<file path="config.mk">
export PLATFORM = sky130hd
export DESIGN_NAME = axil4_mmio_slave
export DESIGN_NICKNAME = d
export VERILOG_FILES = /design/src/rtl/axil4_mmio_slave.sv
export SDC_FILE = /design/constraint.sdc
export NUM_CORES = 1
export LEC_CHECK = 0
export CAP_MARGIN = 5
export CORE_UTILIZATION = 56
export CTS_BUF_LIST = sky130_fd_sc_hd__clkbuf_2 sky130_fd_sc_hd__clkbuf_4 sky130_fd_sc_hd__clkbuf_8
export DETAILED_ROUTE_END_ITERATION = 12
export DONT_BUFFER_PORTS = 1
export GPL_ROUTABILITY_DRIVEN = 0
export MAX_ROUTING_LAYER = met4
export PLACE_DENSITY_LB_ADDON = 0.08
export SYNTH_ARGS = -nofsm -noshare
export SYNTH_HDL_FRONTEND = slang
export SYNTH_SLANG_ARGS = --single-unit
</file>
<file path="constraint.sdc">
create_clock -name clk -period 6.31 [get_ports clk]
set_input_delay 0.631 -clock clk [delete_from_list [all_inputs] [get_ports clk]]
set_output_delay 0.631 -clock clk [all_outputs]
set_load 0.02 [all_outputs]
</file>
<file path="src/rtl/axil4_mmio_slave.sv">
// AXI-Lite-4 MMIO responder: scratch register, free-running 64-bit
// cycle counter and sticky halt flag exposed as one 128-bit line.
module axil4_mmio_slave #(
    parameter logic [31:0] BASE_ADDR = 32'hFFFF_0000
) (
    input  logic         clk,
    input  logic         rst,
    input  logic [31:0]  readAddr_addr,
    input  logic         readAddr_valid,
    output logic         readAddr_ready,
    output logic [127:0] readData_data,
    output logic         readData_valid,
    input  logic         readData_ready,
    input  logic [31:0]  writeAddr_addr,
    input  logic         writeAddr_valid,
    output logic         writeAddr_ready,
    input  logic [127:0] writeData_data,
    input  logic [15:0]  writeData_strb,
    input  logic         writeData_valid,
    output logic         writeData_ready,
    output logic [31:0]  writeResp_msg,
    output logic         writeResp_valid,
    input  logic         writeResp_ready,
    output logic         halt_req
);

    typedef enum logic {R_IDLE, R_RESP} r_state_t;
    typedef enum logic {W_COLLECT, W_RESP} w_state_t;

    r_state_t r_state, r_next;
    w_state_t w_state, w_next;

    logic [31:0]  scratch;
    logic         halt;
    logic [63:0]  cnt;
    logic [127:0] rdata;
    logic         r_hs, r_hit;

    logic         aw_got, w_got;
    logic [27:0]  aw_tag;
    logic [31:0]  w_data;
    logic         w_halt;
    logic [15:0]  w_strb;
    logic         msg;

    logic         aw_hs, w_hs, apply, w_hit, bad;
    logic [27:0]  tag_eff;
    logic [31:0]  data_eff;
    logic         halt_eff;
    logic [15:0]  strb_eff;

    logic unused;
    assign unused = ^{readAddr_addr[3:0], writeAddr_addr[3:0],
                      writeData_data[127:97], writeData_data[95:32]};

    // Read channel
    assign readAddr_ready = (r_state == R_IDLE);
    assign readData_valid = (r_state == R_RESP);
    assign readData_data  = rdata;
    assign r_hs  = readAddr_valid & readAddr_ready;
    assign r_hit = (readAddr_addr[31:4] == BASE_ADDR[31:4]);

    always_ff @(posedge clk or negedge rst) begin
        if (!rst) r_state <= R_IDLE;
        else      r_state <= r_next;
    end

    always_comb begin
        r_next = r_state;
        unique case (r_state)
            R_IDLE: if (r_hs) r_next = R_RESP;
            R_RESP: if (readData_ready) r_next = R_IDLE;
        endcase
    end

    always_ff @(posedge clk or negedge rst) begin
        if (!rst) begin
            rdata <= '0;
        end else if (r_hs) begin
            rdata <= r_hit ? {31'd0, halt, cnt, scratch} : '0;
        end
    end

    // Write channel: either item may arrive first; the one arriving
    // on the completing edge is taken straight from the bus.
    assign writeAddr_ready = (w_state == W_COLLECT) && !aw_got;
    assign writeData_ready = (w_state == W_COLLECT) && !w_got;
    assign writeResp_valid = (w_state == W_RESP);
    assign writeResp_msg   = {31'd0, msg};
    assign halt_req        = halt;

    assign aw_hs    = writeAddr_valid & writeAddr_ready;
    assign w_hs     = writeData_valid & writeData_ready;
    assign apply    = (w_state == W_COLLECT) && (aw_got || aw_hs) && (w_got || w_hs);
    assign tag_eff  = aw_got ? aw_tag : writeAddr_addr[31:4];
    assign data_eff = w_got ? w_data : writeData_data[31:0];
    assign halt_eff = w_got ? w_halt : writeData_data[96];
    assign strb_eff = w_got ? w_strb : writeData_strb;
    assign w_hit    = (tag_eff == BASE_ADDR[31:4]);
    assign bad      = (|strb_eff[11:4]) || (|strb_eff[15:13]);

    always_ff @(posedge clk or negedge rst) begin
        if (!rst) w_state <= W_COLLECT;
        else      w_state <= w_next;
    end

    always_comb begin
        w_next = w_state;
        unique case (w_state)
            W_COLLECT: if (apply) w_next = W_RESP;
            W_RESP:    if (writeResp_ready) w_next = W_COLLECT;
        endcase
    end

    always_ff @(posedge clk or negedge rst) begin
        if (!rst) begin
            aw_got  <= 1'b0;
            w_got   <= 1'b0;
            aw_tag  <= '0;
            w_data  <= '0;
            w_halt  <= 1'b0;
            w_strb  <= '0;
            msg     <= 1'b0;
            scratch <= '0;
            halt    <= 1'b0;
            cnt     <= '0;
        end else begin
            cnt <= cnt + 64'd1;
            if (aw_hs) begin
                aw_got <= 1'b1;
                aw_tag <= writeAddr_addr[31:4];
            end
            if (w_hs) begin
                w_got  <= 1'b1;
                w_data <= writeData_data[31:0];
                w_halt <= writeData_data[96];
                w_strb <= writeData_strb;
            end
            if (apply) begin
                msg <= !w_hit || bad;
                if (w_hit && !bad) begin
                    for (int i = 0; i < 4; i++)
                        if (strb_eff[i]) scratch[8*i +: 8] <= data_eff[8*i +: 8];
                    if (strb_eff[12] && halt_eff) halt <= 1'b1;
                end
            end
            if (w_state == W_RESP && writeResp_ready) begin
                aw_got <= 1'b0;
                w_got  <= 1'b0;
            end
        end
    end

endmodule

</file>
==> summary.md, run 1 <==
| Metric | Value |
|---|---|
| Status | `complete, but fails checks` |
| Failing checks | `hold timing` |
| DRT Wirelength | `between 20,000 and 25,000 um` |
| Data required time of the worst path | `between 6 and 7 ns` |
| Post-Synth Adder-Cell Area | `less than 1%` |
| Sum Neg Setup Slack | `0 ns` |
| Area of the multi-input gates | `4480 sq um` |
| Final max-slew violation count | `0` |
| Clock latency at the later pin of the worst-skew pair | `around 0.55 ns` |
| CORE AREA | `20,400 sq um` |
| Post-synthesis xor/xnor area fraction | `under 10%` |
| Area leader, netlist | `dfrtp_1` |
| H-tree depth | `2` |
| Drt first-iter violations | `458` |
| Sequential power share | `47.7%` |
| Synth warnings | `0` |
| Fillcell total | `about 1,500` |
| Port buffer count | `0` |
| Max_slew headroom | `between 20% and 30%` |
| Final Critical Period | `between 3 and 4 ns` |
| Hold/Removal Path Class | `input port to async pin` |
| Drc violations | `0` |
| Final hold violation count | `roughly 280` |
| Pin count of the biggest net entering global routing | `~280` |
| Root Driver | `clkbuf_8` |
| Comb power frac | `between 10 and 15%` |
| Worst vdd ir | `around 0.25 mV` |
| Clock sink count | `between 200 and 300` |
| TritonCTS clock tree | `built` |
| First-pass GRT wire length | `approximately 40,000 um` |
| Maxcap violations | `0` |
| Vias per std cell | `just under 6` |
| Worst-path cell chain | `nor2_1 > nor3_1 > o2111ai_4 > nor4_4 > mux2_2` |
| CTS Buf Count | `46` |
| Final period utilization | `52.1%` |
| Top cells by area, synth | `dfrtp_1, mux2_2, a22o_1` |
| Worst path max stage delay | `between 1 and 1.5 ns` |
| Largest family of logic cells by synthesized area | `multiplexers` |
| Crit path DAT | `around 3.7 ns` |
| Antenna diode count | `0` |
| Most frequent cells in the layout | `dfrtp_1, mux2_2, a22o_1, conb_1, clkbuf_8` |
| Max Fclk | `304 MHz` |
| Register area share after synthesis | `between 50% and 60%` |
| Yosys reg bits | `276` |
| Worst-path fanout max | `46` |
| Netlist Area Pre-Place | `around 12,000 sq um` |
| P&R area growth vs syn | `9.05%` |
| Final worst clock skew | `0.0206 ns` |
| Starting density of the core | `~58%` |
| Critical path's top delay family | `simple AND/OR/NAND/NOR gates` |
| Sw frac | `between 20% and 30%` |
| Static leakage | `approximately 6.0 nW` |
| P_int | `around 0.0035 W` |
| Post-route ant nets | `0` |
| Final worst slack | `a little over 3 ns` |
| Fin Hold WS | `-0.205 ns` |
| WL/cell | `about 21 um` |
| GRT Total Usage | `23.8%` |
| Yosys cell types | `between 40 and 50` |
| Initial antenna violation count | `0` |
| Bufs and invs on worst path | `0` |
| Fraction of layout instances using a drive strength above 1 | `25.9%` |
| Crit path launch type | `register` |
| Final #Nets | `between 1,000 and 1,500` |
| Worst-case clock buffer depth | `3` |
| Most common cell after layout, fill and taps aside | `dfrtp_1` |
| Post-synthesis mux area share | `between 10 and 15%` |
| DP HPWL | `roughly 16,000 um` |
| DIE WIDTH | `147 um` |
| Post-CTS sizing | `0` |
| CP max-delay cell | `dfrtp_2` |
| Worst Max-Slew Pin Slew | `1.19 ns` |
| P_sw | `between 0.001 and 0.0015 W` |
| Num ports | `381` |
| Syn avg cell area | `approximately 13 sq um` |
| Clock Pin Slew Worst Setup and Hold Paths | `roughly 0.06 ns` |
| CP startpoint | `w_got` |
| Grt ovf | `0` |
| Vias | `between 7,000 and 8,000` |
| Crit. End Element | `register` |
| Final core utilization | `a little over three fifths` |
| FF/Latch Area | `~7000 sq um` |
| Syn Inst Count | `883` |
| Number of global-route vias before repair | `approximately 7,500` |
| Compound-Gate Fraction of Synth Area | `under 10%` |
| Site Rows | `52` |
| Pre-CTS WS | `roughly 3.0 ns` |
| RSZ-0062 raised after global routing | `no` |
| Post-synthesis simple-gate area fraction | `~9.3%` |
| Critical path class | `register to register` |
| Worst r2r src | `w_got` |
| Setup Viol. Count Final | `0` |
| Number of iterations in the first detailed-routing pass | `4` |
| PD cells | `366 nW/um^2` |
| Setup Buffers After CTS | `0` |
| Die height | `around 150 um` |
| Clock Power Share | `between 30% and 40%` |
| Die area | `21,700 sq um` |
| Top-area cell type share of the netlist area | `58.5%` |
-- cells by family (layout without fill, tap and decap cells) --
| family | Yosys count | after routing |
|---|---|---|
| AO/OA/AOI/OAI | 109 | 109 |
| XOR/XNOR | 62 | 62 |
| adder cells (fa/ha/maj) | 1 | 1 |
| buffers and inverters | 112 | 93 |
| flip-flops | 276 | 276 |
| multiplexers | 145 | 145 |
| other | 1 | 62 |
| AND/OR/NAND/NOR | 177 | 177 |
-- stage by stage --
stage / hold WS [ns] / cells / instance area, sq um / total power, W
final: -0.205 / 1195 / 12900 / 0.00471
after floorplan: 0.335 / 944 / 12000 / 0.00282
after global routing: -0.257 / 1195 / 12900 / 0.00492
after CTS: -0.249 / 1195 / 12900 / 0.00476
after global placement: 0.341 / 1111 / 11800 / 0.00287
after detailed placement: 0.340 / 1111 / 11800 / 0.00294
-- layer usage --
| metal | up-vias | global-route usage [%] | part of all wire (%) |
|---|---|---|---|
| met4 | 0 | 7.27 | 2.3 |
| met3 | 42 | 8.04 | 8.8 |
| met2 | 276 | 36.1 | 47 |
| li1 | 3124 | - | - |
| met5 | - | - | 0 |
| met1 | 3619 | 30.3 | 42 |
-- flip-flops by register name, indices dropped and copies added (netlist names) --
name             cells
scratch             32
halt_req             1
aw_got               1
w_strb              16
w_got                1
msg                  1
readData_data       97
cnt                 64
aw_tag              28
writeResp_valid      1
w_data              32
readData_valid       1
w_halt               1
-- cells in the mapped netlist (all sizes together) --
master / count
inv: 5
and4: 13
o2111ai: 1
and3: 17
or4: 4
buf: 73
o21ai: 2
xnor2: 41
nor3: 18
conb: 1
nor4b: 3
a31oi: 1
nand2: 22
ha: 1
nor4bb: 1
o2bb2ai: 1
a21oi: 2
nor2: 13
and2: 8
clkbuf: 34
nor4: 14
nand3b: 1
a21o: 3
nand4: 30
mux2: 141
nor3b: 1
mux2i: 4
or4b: 2
a22oi: 1
a22o: 97
xor2: 21
dfrtp: 276
nand3: 29
nand4b: 1
o22ai: 1
-- final timing paths --
| check | to | slack (ns) | depth (start not counted) |
|---|---|---|---|
| worst min register to register | cnt[63] | 0.47 | 1 |
| min in group clk | w_got | 0.18 | 1 |
| worst max-delay path | scratch[11] | 3.02 | 5 |
| worst min-delay path | readData_data[8] | -0.21 | 0 |
| max in group asynchronous | scratch[29] | 6.20 | 0 |
| worst max register to register | scratch[11] | 3.02 | 5 |
-- area by class of cell --
class / count / area share (%)
Tap cell: 270 / 2.63
Clock buffer: 75 / 7.34
Sequential cell: 276 / 53.7
Timing Repair Buffer: 4 / 0.233
Multi-Input combinational cell: 556 / 34.8
Clock inverter: 9 / 1.16
Inverter: 5 / 0.146
-- power by group through the flow --
stage | clock [W] | sequential (W) | combinational [W]
after floorplan | 0 | 0.00216 | 0.000666
after global placement | 0 | 0.00225 | 0.000621
after detailed placement | 0 | 0.00228 | 0.000658
after CTS | 0.00185 | 0.00225 | 0.000662
after global routing | 0.00193 | 0.00229 | 0.000709
final | 0.00181 | 0.00225 | 0.000651
(Power assumes the default switching activity.)
==> run 2, diff against run 1 <==
clock period = 3.21 ns   (was 6.31 ns; I/O delays follow)
==> summary.md, run 2 (synthesized netlist as in run 1, its figures left out) <==
| Metric | Value |
|---|---|
| CORE AREA | `20,400 sq um (unchanged)` |
| GRT Total Usage | `25.5% (was 23.8%)` |
| Worst-path fanout max | `16 (was 46)` |
| Maxcap violations | `0 (unchanged)` |
| Post-route ant nets | `0 (unchanged)` |
| Hold/Removal Path Class | `input port to async pin (unchanged)` |
| CP max-delay cell | `nor4_4 (was dfrtp_2)` |
| Worst Max-Slew Pin Slew | `1.08 ns (was 1.19 ns)` |
| Critical path class | `register to register (unchanged)` |
| Max Fclk | `360 MHz (was 304 MHz)` |
| Clock sink count | `276 (unchanged)` |
| Drt first-iter violations | `372 (was 458)` |
| Die area | `21,700 sq um (unchanged)` |
| Setup Viol. Count Final | `0 (unchanged)` |
| Final hold violation count | `276 (unchanged)` |
| Antenna diode count | `0 (unchanged)` |
| Root Driver | `clkbuf_8 (unchanged)` |
| Die height | `147 um (unchanged)` |
| Setup Buffers After CTS | `0 (unchanged)` |
| CTS Buf Count | `45 (was 46)` |
| Vias per std cell | `5.77 (was 5.91)` |
| Max FFs per register | `97 (unchanged)` |
| Crit. path cell count | `5 (unchanged)` |
| P&R area growth vs syn | `15.4% (was 9.05%)` |
| H-tree depth | `2 (unchanged)` |
| Vias | `7,388 (was 7,061)` |
| PD cells | `662 nW/um^2 (was 366 nW/um^2)` |
| Num ports | `381 (unchanged)` |
| Design Area, Final | `13,600 sq um (was 12,900 sq um)` |
| Fraction of layout instances using a drive strength above 1 | `24.2% (was 25.9%)` |
| Final worst clock skew | `0.0140 ns (was 0.0206 ns)` |
| Final core utilization | `66.6% (was 63.0%)` |
| Worst path max stage delay | `0.75 ns (was 1.10 ns)` |
| Final Power | `0.00901 W (was 0.00471 W)` |
| Fin Hold WS | `-0.514 ns (was -0.205 ns)` |
| Data required time of the worst path | `3.63 ns (was 6.73 ns)` |
| Clock latency at the later pin of the worst-skew pair | `0.54 ns (was 0.55 ns)` |
| Number of global-route vias before repair | `8,034 (was 7,454)` |
| Final Critical Period | `2.78 ns (was 3.29 ns)` |
| Pin count of the biggest net entering global routing | `277 (unchanged)` |
| Grt ovf | `0 (unchanged)` |
| DP HPWL | `16,500 um (was 15,900 um)` |
| Most common cell after layout, fill and taps aside | `dfrtp_1 (unchanged)` |
| Worst reg-to-reg path cell count | `5 (unchanged)` |
| Crit path DAT | `3.20 ns (was 3.71 ns)` |
| Starting density of the core | `57.8% (unchanged)` |
| Number of iterations in the first detailed-routing pass | `4 (unchanged)` |
| Port buffer count | `0 (unchanged)` |
| Max_slew headroom | `27.4% (was 20.6%)` |
| DP Area | `11,800 sq um (about the same)` |
| Clock Pin Slew Worst Setup and Hold Paths | `0.06 ns (about the same)` |
| Crit path launch type | `register (unchanged)` |
| Site Rows | `52 (unchanged)` |
| Worst-path cell chain | `nor2_1 > nor3_1 > o2111ai_4 > nor4_4 > mux2_2 (unchanged)` |
| Worst vdd ir | `0.539 mV (was 0.249 mV)` |
| Static leakage | `6.33 nW (was 6.01 nW)` |
| Initial antenna violation count | `0 (unchanged)` |
| Failing checks | `hold timing (unchanged)` |
| Drc violations | `0 (unchanged)` |
| Sum Neg Setup Slack | `0 ns (unchanged)` |
| Post-CTS sizing | `0 (unchanged)` |
| Final max-slew violation count | `0 (unchanged)` |
| Final period utilization | `86.7% (was 52.1%)` |
| DRT Wirelength | `25,900 um (was 24,500 um)` |
| Critical path's top delay family | `simple AND/OR/NAND/NOR gates (unchanged)` |
| DIE WIDTH | `147 um (unchanged)` |
| RSZ-0062 raised after global routing | `no (unchanged)` |
| Worst-case clock buffer depth | `3 (unchanged)` |
| Most frequent cells in the layout | `dfrtp_1, mux2_2, a22o_1, dlygate4sd3_1, conb_1 (was dfrtp_1, mux2_2, a22o_1, conb_1, clkbuf_8)` |
| Bufs and invs on worst path | `0 (unchanged)` |
| Status | `complete, but fails checks (unchanged)` |
| WL/cell | `20.3 um (was 20.5 um)` |
| Final #Nets | `1,192 (was 1,105)` |
| Hold buffers post-CTS | `~80` |
| TritonCTS clock tree | `built (unchanged)` |
| Crit. End Element | `register (unchanged)` |
| First-pass GRT wire length | `42,400 um (was 39,600 um)` |
-- run 2: changes by cell type in the layout (fill, tap and decap cells not counted), moves of 3 or more --
cell,before,now
dlygate4sd3_1,0,81
buf_4,4,10
clkbuf_8,61,54
clkbuf_4,14,21
bufinv_16,4,1
-- run 2: final cells by class --
class	instances	area [sq um]
Clock buffer	75	901
Sequential cell	276	6910
Inverter	5	18.8
Clock inverter	7	62.6
Multi-Input combinational cell	556	4480
Fill cell	1480	6820
Tap cell	270	338
Timing Repair Buffer	92	906
-- run 2: report_power, final --
group          internal [W]  total (W)  switching [W]
Sequential          0.00400    0.00435       0.000340
Combinational      0.000857    0.00147       0.000616
Clock               0.00185    0.00319        0.00134
Total               0.00671    0.00901        0.00230
-- run 2: stage by stage --
| stage | std cells | setup slack, ns |
|---|---|---|
| 2_1_floorplan | 944 | 0.883 |
| 3_3_place_gp | 1118 | 0.494 |
| 3_5_place_dp | 1118 | 0.407 |
| 4_1_cts | 1281 | 0.397 |
| 5_1_grt | 1281 | 0.250 |
| 6_report | 1281 | 0.428 |
-- run 2: final timing paths --
check	startpoint	slack, ns	to
max	w_got	0.43	scratch[14]
min	rst	-0.51	readData_data[11]
max reg2reg	w_got	0.43	scratch[14]
min reg2reg	cnt[63]	0.47	cnt[63]
max in group asynchronous	rst	3.33	w_got
min in group clk	writeData_data[0]	0.06	scratch[0]
-- run 2: per-layer routing --
layer	wire, um	GRT usage (%)	share of wire [%]	up-vias
met5	0	-	0	-
met4	514	8.30	2.0	0
met3	1970	7.58	7.6	42
met2	12700	40.2	49	261
met1	10800	31.7	41	3784
li1	-	-	-	3301
==> run 3, diff against run 2 <==
CORE_ASPECT_RATIO = 2   (was unset)
CORE_MARGIN = 2   (was unset)
REMOVE_ABC_BUFFERS = 1   (was unset)
==> summary.md, run 3 (synthesized netlist as in run 1, its figures left out) <==
| Metric | Value |
|---|---|
| P&R area growth vs syn | `14.1% (was 15.4%)` |
| Clock Power Share | `32.0% (was 35.4%)` |
| Fillcell total | `1,590 (was 1,480)` |
| Post-route ant nets | `0 (unchanged)` |
| Grt ovf | `0 (unchanged)` |
| Crit. End Element | `register (unchanged)` |
| Root Driver | `clkbuf_8 (unchanged)` |
| Worst Max-Slew Pin Slew | `1.09 ns (was 1.08 ns)` |
| DIE WIDTH | `107 um (was 147 um)` |
| GRT Total Usage | `24.9% (was 25.5%)` |
| Area of the multi-input gates | `4480 sq um (unchanged)` |
| PD cells | `639 nW/um^2 (was 662 nW/um^2)` |
| Status | `complete, but fails checks (unchanged)` |
| Final period utilization | `83.3% (was 86.7%)` |
| DP HPWL | `17,200 um (was 16,500 um)` |
| Vias per std cell | `5.82 (was 5.77)` |
| Number of iterations in the first detailed-routing pass | `4 (unchanged)` |
| Pin count of the biggest net entering global routing | `277 (unchanged)` |
| Critical path class | `register to register (unchanged)` |
| Most frequent cells in the layout | `dfrtp_1, mux2_2, a22o_1, dlygate4sd3_1, conb_1 (unchanged)` |
| Final Critical Period | `2.68 ns (was 2.78 ns)` |
| FF/Latch Area | `6910 sq um (unchanged)` |
| Hold/Removal Path Class | `input port to async pin (unchanged)` |
| Failing checks | `hold timing (unchanged)` |
| Num ports | `381 (unchanged)` |
| Most common cell after layout, fill and taps aside | `dfrtp_1 (unchanged)` |
| Worst vdd ir | `0.330 mV (was 0.539 mV)` |
| TritonCTS clock tree | `built (unchanged)` |
| Data required time of the worst path | `3.63 ns (about the same)` |
| Post-CTS sizing | `0 (unchanged)` |
| Drt first-iter violations | `297 (was 372)` |
| Fin Hold WS | `-0.514 ns (about the same)` |
| Final worst clock skew | `0.0312 ns (was 0.0140 ns)` |
| Clock sink count | `276 (unchanged)` |
| Setup Buffers After CTS | `0 (unchanged)` |
| Crit path launch type | `register (unchanged)` |
| Die area | `22,300 sq um (was 21,700 sq um)` |
| Clock latency at the later pin of the worst-skew pair | `0.55 ns (was 0.54 ns)` |
| Crit path DAT | `3.09 ns (was 3.20 ns)` |
| Port buffer count | `0 (unchanged)` |
| RSZ-0062 raised after global routing | `no (unchanged)` |
| Starting density of the core | `56.6% (was 57.8%)` |
| Die height | `209 um (was 147 um)` |
| P_int | `0.00637 W (was 0.00671 W)` |
| CORE AREA | `20,800 sq um (was 20,400 sq um)` |
| First-pass GRT wire length | `42,800 um (was 42,400 um)` |
| DRT Wirelength | `26,700 um (was 25,900 um)` |
| Fraction of layout instances using a drive strength above 1 | `22.9% (was 24.2%)` |
| Max Fclk | `374 MHz (was 360 MHz)` |
| Site Rows | `75 (was 52)` |
| Maxcap violations | `0 (unchanged)` |
| Worst-path fanout max | `14 (was 16)` |
| Max_slew headroom | `27.3% (was 27.4%)` |
| Sw frac | `25.9% (was 25.5%)` |
| CTS Buf Count | `38 (was 45)` |
| WL/cell | `21.1 um (was 20.3 um)` |
| Vias | `7,345 (was 7,388)` |
| Sequential power share | `50.4% (was 48.2%)` |
| Max FFs per register | `97 (unchanged)` |
| Number of global-route vias before repair | `8,190 (was 8,034)` |
| H-tree depth | `2 (unchanged)` |
| Initial antenna violation count | `0 (unchanged)` |
| Static leakage | `6.23 nW (was 6.33 nW)` |
| P_sw | `0.00223 W (was 0.00230 W)` |
| Drc violations | `0 (unchanged)` |
| Setup Viol. Count Final | `0 (unchanged)` |
| Clock Pin Slew Worst Setup and Hold Paths | `0.07 ns (was 0.06 ns)` |
| Worst-case clock buffer depth | `3 (unchanged)` |
| Hold buffers post-CTS | `81 (unchanged)` |
| Final core utilization | `64.6% (was 66.6%)` |
| Antenna diode count | `0 (unchanged)` |
| Final hold violation count | `276 (unchanged)` |
| Final max-slew violation count | `0 (unchanged)` |
| Comb power frac | `17.6% (was 16.4%)` |
| Final #Nets | `1,185 (was 1,192)` |
## run 3: layout make-up
class,count,share of cell area (%)
sequential,276,51.3
tap,269,2.50
multi-input combinational,556,33.3
clock inverter,4,0.214
timing repair buffer,92,6.92
inverter,5,0.139
clock buffer,61,5.63
## run 3: power by group through the flow
stage               combinational, W  clock [W]  sequential (W)
floorplan                    0.00115          0         0.00433
detailed placement           0.00143          0         0.00439
global route                 0.00163    0.00300         0.00439
finish                       0.00151    0.00275         0.00433
global placement             0.00135          0         0.00434
CTS                          0.00152    0.00284         0.00433
## run 3: per-stage QoR
step / setup TNS [ns] / instances / power, W / setup WS, ns / cell area, sq um
detailed placement: 0 / 1117 / 0.00582 / 0.494 / 11900
floorplan: -233.46 / 837 / 0.00548 / -2.07 / 11400
finish: 0 / 1263 / 0.00860 / 0.535 / 13500
global route: 0 / 1263 / 0.00902 / 0.380 / 13500
global placement: 0 / 1117 / 0.00568 / 0.567 / 11900
CTS: 0 / 1263 / 0.00869 / 0.504 / 13500
## run 3: final timing paths
kind	endpoint	slack [ns]	start	cells past startpoint
worst max-delay path	scratch[22]	0.53	w_got	5
worst min-delay path	aw_tag[6]	-0.51	rst	0
worst max register to register	scratch[22]	0.53	w_got	5
worst min register to register	readData_data[18]	0.47	scratch[18]	1
max in group asynchronous	scratch[22]	3.35	rst	0
min in group clk	scratch[15]	0.04	writeData_data[15]	2
## run 3: critical path, cell delays in order, from the launching register on
cell and delay, ns:
dfrtp_2 0.56, nor2_1 0.09, nor3_1 0.46, o2111ai_4 0.33, nor4_4 0.72, mux2_2 0.41
## run 3: routing by layer
metal	up-vias	GRT usage (%)	wire length (um)
met5	-	-	0
met1	3747	26.3	9490
met4	0	11.2	1040
met2	268	44.0	14500
li1	3263	-	-
met3	67	5.47	1680
